**src/rtl/clk_wiz.sv**
```systemverilog
// Pixel clock generator: integer divide of clk_50m with a sticky lock flag
// raised after a fixed count of complete clk_pix periods.
module clk_wiz #(
  parameter int DIV          = 2,
  parameter int LOCK_PERIODS = 64
) (
  output logic clk_pix,
  input  logic rst_n,
  output logic clk_pix_locked,
  input  logic clk_50m
);

  localparam int HIGH = DIV - DIV / 2;
  localparam int DW   = (DIV > 2) ? $clog2(DIV) : 1;
  localparam int LW   = (LOCK_PERIODS > 1) ?
                        $clog2(LOCK_PERIODS + 1) : 1;

  localparam logic [DW-1:0] DIV_MAX = DW'(DIV - 1);
  localparam logic [DW-1:0] HI_CNT  = DW'(HIGH);
  localparam logic [LW-1:0] LP_CNT  = LW'(LOCK_PERIODS);
  localparam logic [LW-1:0] LP_LAST = LW'(LOCK_PERIODS - 1);

  if (DIV < 2 || LOCK_PERIODS < 1) begin : g_param_err
    $error("clk_wiz: need DIV >= 2 and LOCK_PERIODS >= 1");
  end

  // Initialisers match reset values so an unreset sim shows 0, not X.
  logic [DW-1:0] div_cnt  = '0;
  logic [LW-1:0] lock_cnt = '0;
  logic          pix_q    = 1'b0;
  logic          lock_q   = 1'b0;
  logic          wrap;

  assign wrap = (div_cnt == DIV_MAX);

  always_ff @(posedge clk_50m) begin
    if (!rst_n) begin
      div_cnt  <= '0;
      lock_cnt <= '0;
      pix_q    <= 1'b0;
      lock_q   <= 1'b0;
    end else begin
      div_cnt <= wrap ? '0 : div_cnt + 1'b1;
      pix_q   <= (div_cnt < HI_CNT);
      // One lock step per completed clk_pix period; saturates.
      if (wrap) begin
        if (lock_cnt < LP_CNT)
          lock_cnt <= lock_cnt + 1'b1;
        if (lock_cnt == LP_LAST)
          lock_q <= 1'b1;
      end
    end
  end

  assign clk_pix        = pix_q;
  assign clk_pix_locked = lock_q;

endmodule

```
**config.mk**
```make
export PLATFORM = sky130hd
export DESIGN_NAME = clk_wiz
export DESIGN_NICKNAME = d
export VERILOG_FILES = /design/src/rtl/clk_wiz.sv
export SDC_FILE = /design/constraint.sdc
export NUM_CORES = 1
export LEC_CHECK = 0
export ABC_AREA = 0
export BUFFER_PORTS_ARGS = -buffer_cell sky130_fd_sc_hd__buf_2
export CAP_MARGIN = 20
export CORE_AREA = 3 3 40 42
export DETAILED_ROUTE_END_ITERATION = 6
export DIE_AREA = 0 0 43 45
export GPL_ROUTABILITY_DRIVEN = 0
export PLACE_DENSITY = 0.48
export SYNTH_ARGS = -nofsm -noshare
export SYNTH_HDL_FRONTEND = slang
export SYNTH_SLANG_ARGS = --single-unit
```
**constraint.sdc**
```tcl
create_clock -name clk_50m -period 1.3 [get_ports clk_50m]
set_input_delay 0 -clock clk_50m [delete_from_list [all_inputs] [get_ports clk_50m]]
set_output_delay 0 -clock clk_50m [all_outputs]
set_load 0.02 [all_outputs]
```
### Yosys cells after proc, flatten, opt, wreduce, memory -nomap -nowiden

Cells that the tools add are included.

* bits in registers: 10
* bits in latches: 0
* bits in writable memories: 0
* ROM bits: 0
* input bits: 2
* logic and storage cells: 13
* memories: 0

* add/subtract/negate cells: 2
* $mul: 0
* div/mod/pow operators: 0
* order comparisons: 2
* equal/unequal tests: 1
* shift-type cells: 0
* muxes and demuxes: 0
* bitwise gates (word level): 1
* reduce and logical (&&, ||, !) cells: 3

Operators by type and width (number)
* 7-bit by 1-bit adder with 7-bit output (second input constant): 1
* 7-bit by 6-bit == test with 1-bit output (second input constant): 1
* 7-bit < comparator (second input constant): 1
* 2-bit AND reduction: 2
* 2-bit OR reduction: 1
* 1-bit adder (second input constant): 1
* 1-bit < comparator (second input constant): 1
* 1-bit NOT: 1

### Longest topological paths before layout

Gate-level depths: netlist of run 1.

* depth after elaboration: 2
* mapped depth: 4
* gate-level depth less buffers: 4

### Worst setup path before layout of run 1

No wires, ideal clock.

* path type: reg2reg
* start point: reg lock_cnt[0]
* end point: reg lock_cnt[2]
* setup time: 0.115 ns
* arrival: 0.892 ns
* required time: 1.185 ns
* setup slack: 0.293 ns
* stages on the path, launching flop included: 5
* path through: dfxtp_1 > ha_1 > nand3b_1 > xnor2_1 > and2_1

* cells in the longest elaborated chain, start to end: 2

Ends and longest elaborated chain
* from (decl): line 29 `logic [LW-1:0] lock_cnt = '0;`
* from (signal assigned): line 48 `lock_cnt <= lock_cnt + 1'b1;`
* 7-bit < comparator: line 47 `if (lock_cnt < LP_CNT)`
* 2-bit AND reduction (no line)

Several ways; a longest one is shown, not always the timed one.
A chain may end at the register's enable or synchronous reset.

### Final worst setup path of run 1

* start point: reg lock_cnt[2]
* end point: reg lock_cnt[3]

The elaborated chain is that of the path after synthesis.

==> results of run 1 <==
-- sequential cells by signal (all words and copies together), names as in the netlist --
name and flops:
clk_pix 1, clk_pix_locked 1, div_cnt 1, lock_cnt 7
-- worst paths after layout --
check                                                 start  depth (start not counted)                           to
worst max-delay path               lock_cnt[2]$_SDFFE_PN0P_                          3     lock_cnt[3]$_SDFFE_PN0P_
worst min-delay path                                  rst_n                          2     lock_cnt[6]$_SDFFE_PN0P_
worst max register to register     lock_cnt[2]$_SDFFE_PN0P_                          3     lock_cnt[3]$_SDFFE_PN0P_
worst min register to register  clk_pix_locked$_SDFFE_PN0P_                          1  clk_pix_locked$_SDFFE_PN0P_
-- synth_stat cells --
master / n / area (um^2)
nand2_1: 2 / 7.510
clkbuf_1: 1 / 3.750
a21boi_1: 2 / 15.01
nand3b_1: 1 / 7.510
or3_1: 2 / 12.51
dfxtp_1: 10 / 200.2
xor2_1: 1 / 8.760
nand3b_4: 1 / 20.02
nor3_1: 1 / 5.000
o21ai_0: 2 / 10.01
mux2i_1: 2 / 20.02
o21a_1: 2 / 15.01
nor2b_1: 1 / 6.260
ha_1: 1 / 12.51
nand3_1: 1 / 5.000
xnor2_1: 1 / 8.760
nand2b_1: 1 / 6.260
and2b_2: 3 / 26.28
inv_1: 1 / 3.750
nand4_1: 2 / 12.51
and2_1: 2 / 12.51
-- layer usage --
layer / track usage / up-vias
met2: 0.1257 / 4
met4: 0.05422 / 0
met1: 0.07617 / 127
met3: 0.04781 / 4
li1: - / 152
met5: 0 / -
-- power by group through the flow --
stage / clock network (uW) / registers (uW) / logic, uW
floorplan: 0 / 335 / 25.3
global placement: 0 / 333 / 34.6
detailed placement: 0 / 334 / 36.5
CTS: 283 / 327 / 36.8
global route: 303 / 328 / 39.9
finish: 274 / 326 / 35.4
-- layout make-up --
class,instances,share of cell area
Clock buffer,4,0.07474
Inverter,1,0.007732
Multi-Input combinational cell,28,0.4356
Sequential cell,10,0.4124
Tap cell,15,0.03866
Timing Repair Buffer,3,0.03093
-- cells by family (layout without fill, tap and decap cells) --
family,Yosys count,count (layout),synth area share
fa+ha+maj,1,1,0.02985
buf+inv,2,8,0.01789
xor+xnor,2,2,0.04180
mux,2,2,0.04776
compound gates,6,6,0.09550
simple gates,17,17,0.2896
flops,10,10,0.4776
-- through the flow --
step                      power (uW)  instance area (um^2)  instances  hold WS, ns
after floorplan                360.2                 419.2         40       0.1516
after global placement         367.5                 449.2         57       0.3217
after detailed placement       370.2                 449.2         57       0.3353
after CTS                      646.5                 485.5         61      0.05190
after global routing           671.0                 485.5         61      0.04558
final                          635.6                 485.5         61      0.04845
-- worst max-delay path: stages (launching register included) --
cell      delay, ns
dfxtp_1        0.42
nand3b_4       0.11
or3_1          0.35
a21boi_1       0.14
==> results.yml, run 1 <==
run_status:
  status: "finished, final reports clean"
final_layout:
  ff_latch_area_um2: 200.2
  nFillCells: 131
  num_antenna_cells: 0
  final_common_cell: "dfxtp_1"
  final_cell_mix: "10 x dfxtp_1, 3 x and2b_2, 3 x clkbuf_4, 3 x buf_2"
  syn2layout_area_growth_pct: 15.82
  layout-drive-gt1-share: 0.2391
  nets: 50
  fin_util: 0.3778
  multi_input_comb_area_um2: 211.5
cts:
  clk_latency_ns: 0.26
  cts_root_buffer: "clkbuf_4"
  htreeDepth: 1
  cts_setup_buffers: 0
  hold_buffers: 0
  cts_made_buffers: 3
  max-clock-path-buffers: 2
  cts_num_sinks: 10
  cts.repair.resized: 0
  cts_tree: "built"
  clk_transition_reported_paths_ns: 0.06
power:
  ir_worst_vdd_uv: 481.2
  p_comb_frac: 0.056
  p_sw_uw: 130.4
  p_int_uw: 505.2
  p_leak_uw: 0.0002158
  p_clk_frac: 0.431
  pwr-share-seq: 0.514
  power_switching_share: 0.2051
  powerDensity_nw_per_um2: 1309
setup_path:
  worstPathArrival_ns: 1.28
  endpoint_kind: "register"
  crit_fanout: 5
  required_ns: 1.49
  critPathKind: "register to register"
  r2r_setup_slack_ns: 0.21
  cp-start-kind: "register"
floorplanning:
  die_h_um: 45
  dieArea_um2: 1935
  num_rows: 13
  start_util: 0.3262
  io_pins: 4
  die_x_um: 43
  coreArea_um2: 1285
sta:
  setup_viol: 0
  worst_pin_slew_ns: 0.2472
  finalSetupTns_ns: 0
  fin_crit_sh: 0.8363
  setup_slack_ns: 0.2128
  finClkSkew_ns: 0.001476
  fmax_mhz: 919.8
  slew_headroom: 0.8339
  min_period_ns: 1.087
  finalMaxSlewViolations: 0
  hold_viol: 0
  rsz0062_at_grt: "no"
grt:
  grt_pass1_vias: 259
  antenna_found_initial: 0
  grt_pass1_wl_um: 1055
  globalRouteTotalUtil: 0.07879
  grt_max_degree: 12
  grt_overflow_total: 0
route:
  avgViaCountPerCell: 4.705
  antenna_left: 0
  wirelength_um: 605
  highest_layer: "met4"
  wire_per_inst_um: 9.918
  dr_wl_met2_um: 303
  drcViolationCount: 0
  vias: 287
  wl_met1_um: 263
  first_iter_violations: 1
  met3_length_um: 22
  firstDrtPassIters: 3
placement:
  portBuffers: 3
  dp_slack_ns: 0.2136
  hpwl_um: 464.4
logic_synthesis:
  synthesis.area_um2: 419.2
  yosysWarnings: 0
  seq_area_frac_synth: 0.4776
  syn_inst: 40
  post_synth_num_cell_types: 21
  synth_nets: 43
  avgSynthCellArea_um2: 10.48
  ys_ff_latch: 10
flow_run:
  maxCapViolations: 0
worst_hold_path:
  hp-class: "primary input to register"
Note: power is estimated with default switching activity, not from simulation.
==> run 2: changes to the inputs <==
- PLACE_DENSITY: 0.48 -> 0.49
- clock period: 1.3 -> 1 ns (I/O delays scaled with it)
==> results.yml, run 2 (synthesis gave the netlist of run 1 again) <==
power:
  ir_worst_vdd_uv: 680.8
  powerDensity_nw_per_um2: 1549
  p_leak_uw: 0.0002528
route:
  wire_per_inst_um: 11.22
  first_iter_violations: 9
  wirelength_um: 729
  antenna_left: 0
  drcViolationCount: 0
  vias: 315
  avgViaCountPerCell: 4.846
  firstDrtPassIters: 3
setup_path:
  worstRegToRegCells: 3
  worstPathArrival_ns: 1.21
  crit_start: "lock_cnt[0]$_SDFFE_PN0P_"
  required_ns: 1.21
  path_cells: "nand4_1 -> or3_1 -> a21boi_1"
  regToRegStartpoint: "lock_cnt[0]$_SDFFE_PN0P_"
  worstReg2RegEnd: "lock_cnt[5]$_SDFFE_PN0P_"
  cpPeakStageDelay_ns: 0.37
  r2r_setup_slack_ns: -0.004
  endpoint_kind: "register"
  crit_end: "lock_cnt[5]$_SDFFE_PN0P_"
  critical_path_buf_inv_count: 0
  cp-start-kind: "register"
  slowest_stage: "dfxtp_4"
  crit_fanout: 4
  path_delay_family: "simple AND/OR/NAND/NOR gates"
  critPathKind: "register to register"
  critical_path_depth: 3
grt:
  grt_pass1_vias: 285
  grt_max_degree: 12
  antenna_found_initial: 0
  grt_pass1_wl_um: 1221
  globalRouteTotalUtil: 0.09121
  grt_overflow_total: 0
cts:
  max-clock-path-buffers: 2
  clk_latency_ns: 0.27
  htreeDepth: 1
  cts_num_sinks: 10
  cts_tree: "built"
  cts_root_buffer: "clkbuf_4"
  clk_transition_reported_paths_ns: 0.07
  cts_made_buffers: 3
  hold_buffers: 0
sta:
  setup_slack_ns: -0.004259
  setup_viol: 1
  fin_crit_sh: 1.004
  slew_headroom: 0.8915
  hold_ws_ns: 0.03096
  min_period_ns: 1.004
  fmax_mhz: 995.8
  rsz0062_at_grt: "yes"
  hold_viol: 0
  worst_pin_slew_ns: 0.1627
  finalMaxSlewViolations: 0
  finClkSkew_ns: 0.0005640
run_status:
  violations: "setup timing"
  status: "complete, but fails checks"
final_layout:
  multi_input_comb_area_um2: 235.2
  fin_util: 0.4304
  syn2layout_area_growth_pct: 31.94
  ff_latch_area_um2: 214.0
  nets: 54
  num_antenna_cells: 0
  largest_reg_flops: 7
  nFillCells: 130
  final_cell_mix: "5 x dfxtp_2, 4 x buf_4"
  stdcell_area_um2: 553.0
  final_common_cell: "dfxtp_2"
  layout-drive-gt1-share: 0.4800
  largest-register: "lock_cnt"
floorplanning:
  num_rows: 13
  die_h_um: 45
  io_pins: 4
  coreArea_um2: 1285
  start_util: 0.3262
  dieArea_um2: 1935
  die_x_um: 43
worst_hold_path:
  min_from: "rst_n"
  hp-class: "primary input to register"
placement:
  dpl_cell_area_um2: 470.5
  hpwl_um: 535.6
  portBuffers: 3
flow_run:
  maxCapViolations: 0
-- run 2: through the flow --
step           setup WS (ns)  cells  setup TNS (ns)  power [uW]
3_5_place_dp        -0.08205     59         -0.3211       491.8
5_1_grt             -0.06569     65         -0.2558       894.0
4_1_cts             -0.01515     65        -0.01547       866.0
2_1_floorplan        0.01376     40               0       470.7
6_report           -0.004259     65       -0.004259       856.6
3_3_place_gp        -0.03988     59         -0.1375       487.5
-- run 2: cell type report --
type	count	area share
Clock buffer	4	0.06561
Multi-Input combinational cell	28	0.4253
Timing Repair Buffer	7	0.08145
Tap cell	15	0.03394
Sequential cell	10	0.3869
Inverter	1	0.006787
-- run 2: worst min-delay path by stage --
stage,to,slack [ns],depth (start not counted)
2_1_floorplan,lock_cnt[4]$_SDFFE_PN0P_,0.15,2
3_3_place_gp,clk_pix_locked$_SDFFE_PN0P_,0.32,2
3_5_place_dp,lock_cnt[6]$_SDFFE_PN0P_,0.33,2
4_1_cts,lock_cnt[6]$_SDFFE_PN0P_,0.03,2
5_1_grt,lock_cnt[6]$_SDFFE_PN0P_,0.03,2
6_report,lock_cnt[6]$_SDFFE_PN0P_,0.03,2
-- run 2: timing repair --
action,4_1_cts,5_1_grt
pin swaps,4,4
setup endpoints to repair,7,6
setup buffers,2,0
gates resized for setup,7,2
-- run 2: layer usage --
| metal | vias to the layer above | global-route usage | share of wire |
|---|---|---|---|
| met1 | 146 | 0.09535 | 0.41 |
| met3 | 5 | 0.02390 | 0.034 |
| met5 | - | 0 | 0 |
| met4 | 0 | 0.1084 | 0.051 |
| li1 | 159 | - | - |
| met2 | 5 | 0.1377 | 0.50 |
-- run 2: power breakdown --
group | switching, uW | internal, uW | total (uW)
clock | 147 | 221 | 369
sequential | 16.0 | 412 | 428
combinational | 25.8 | 33.8 | 59.6
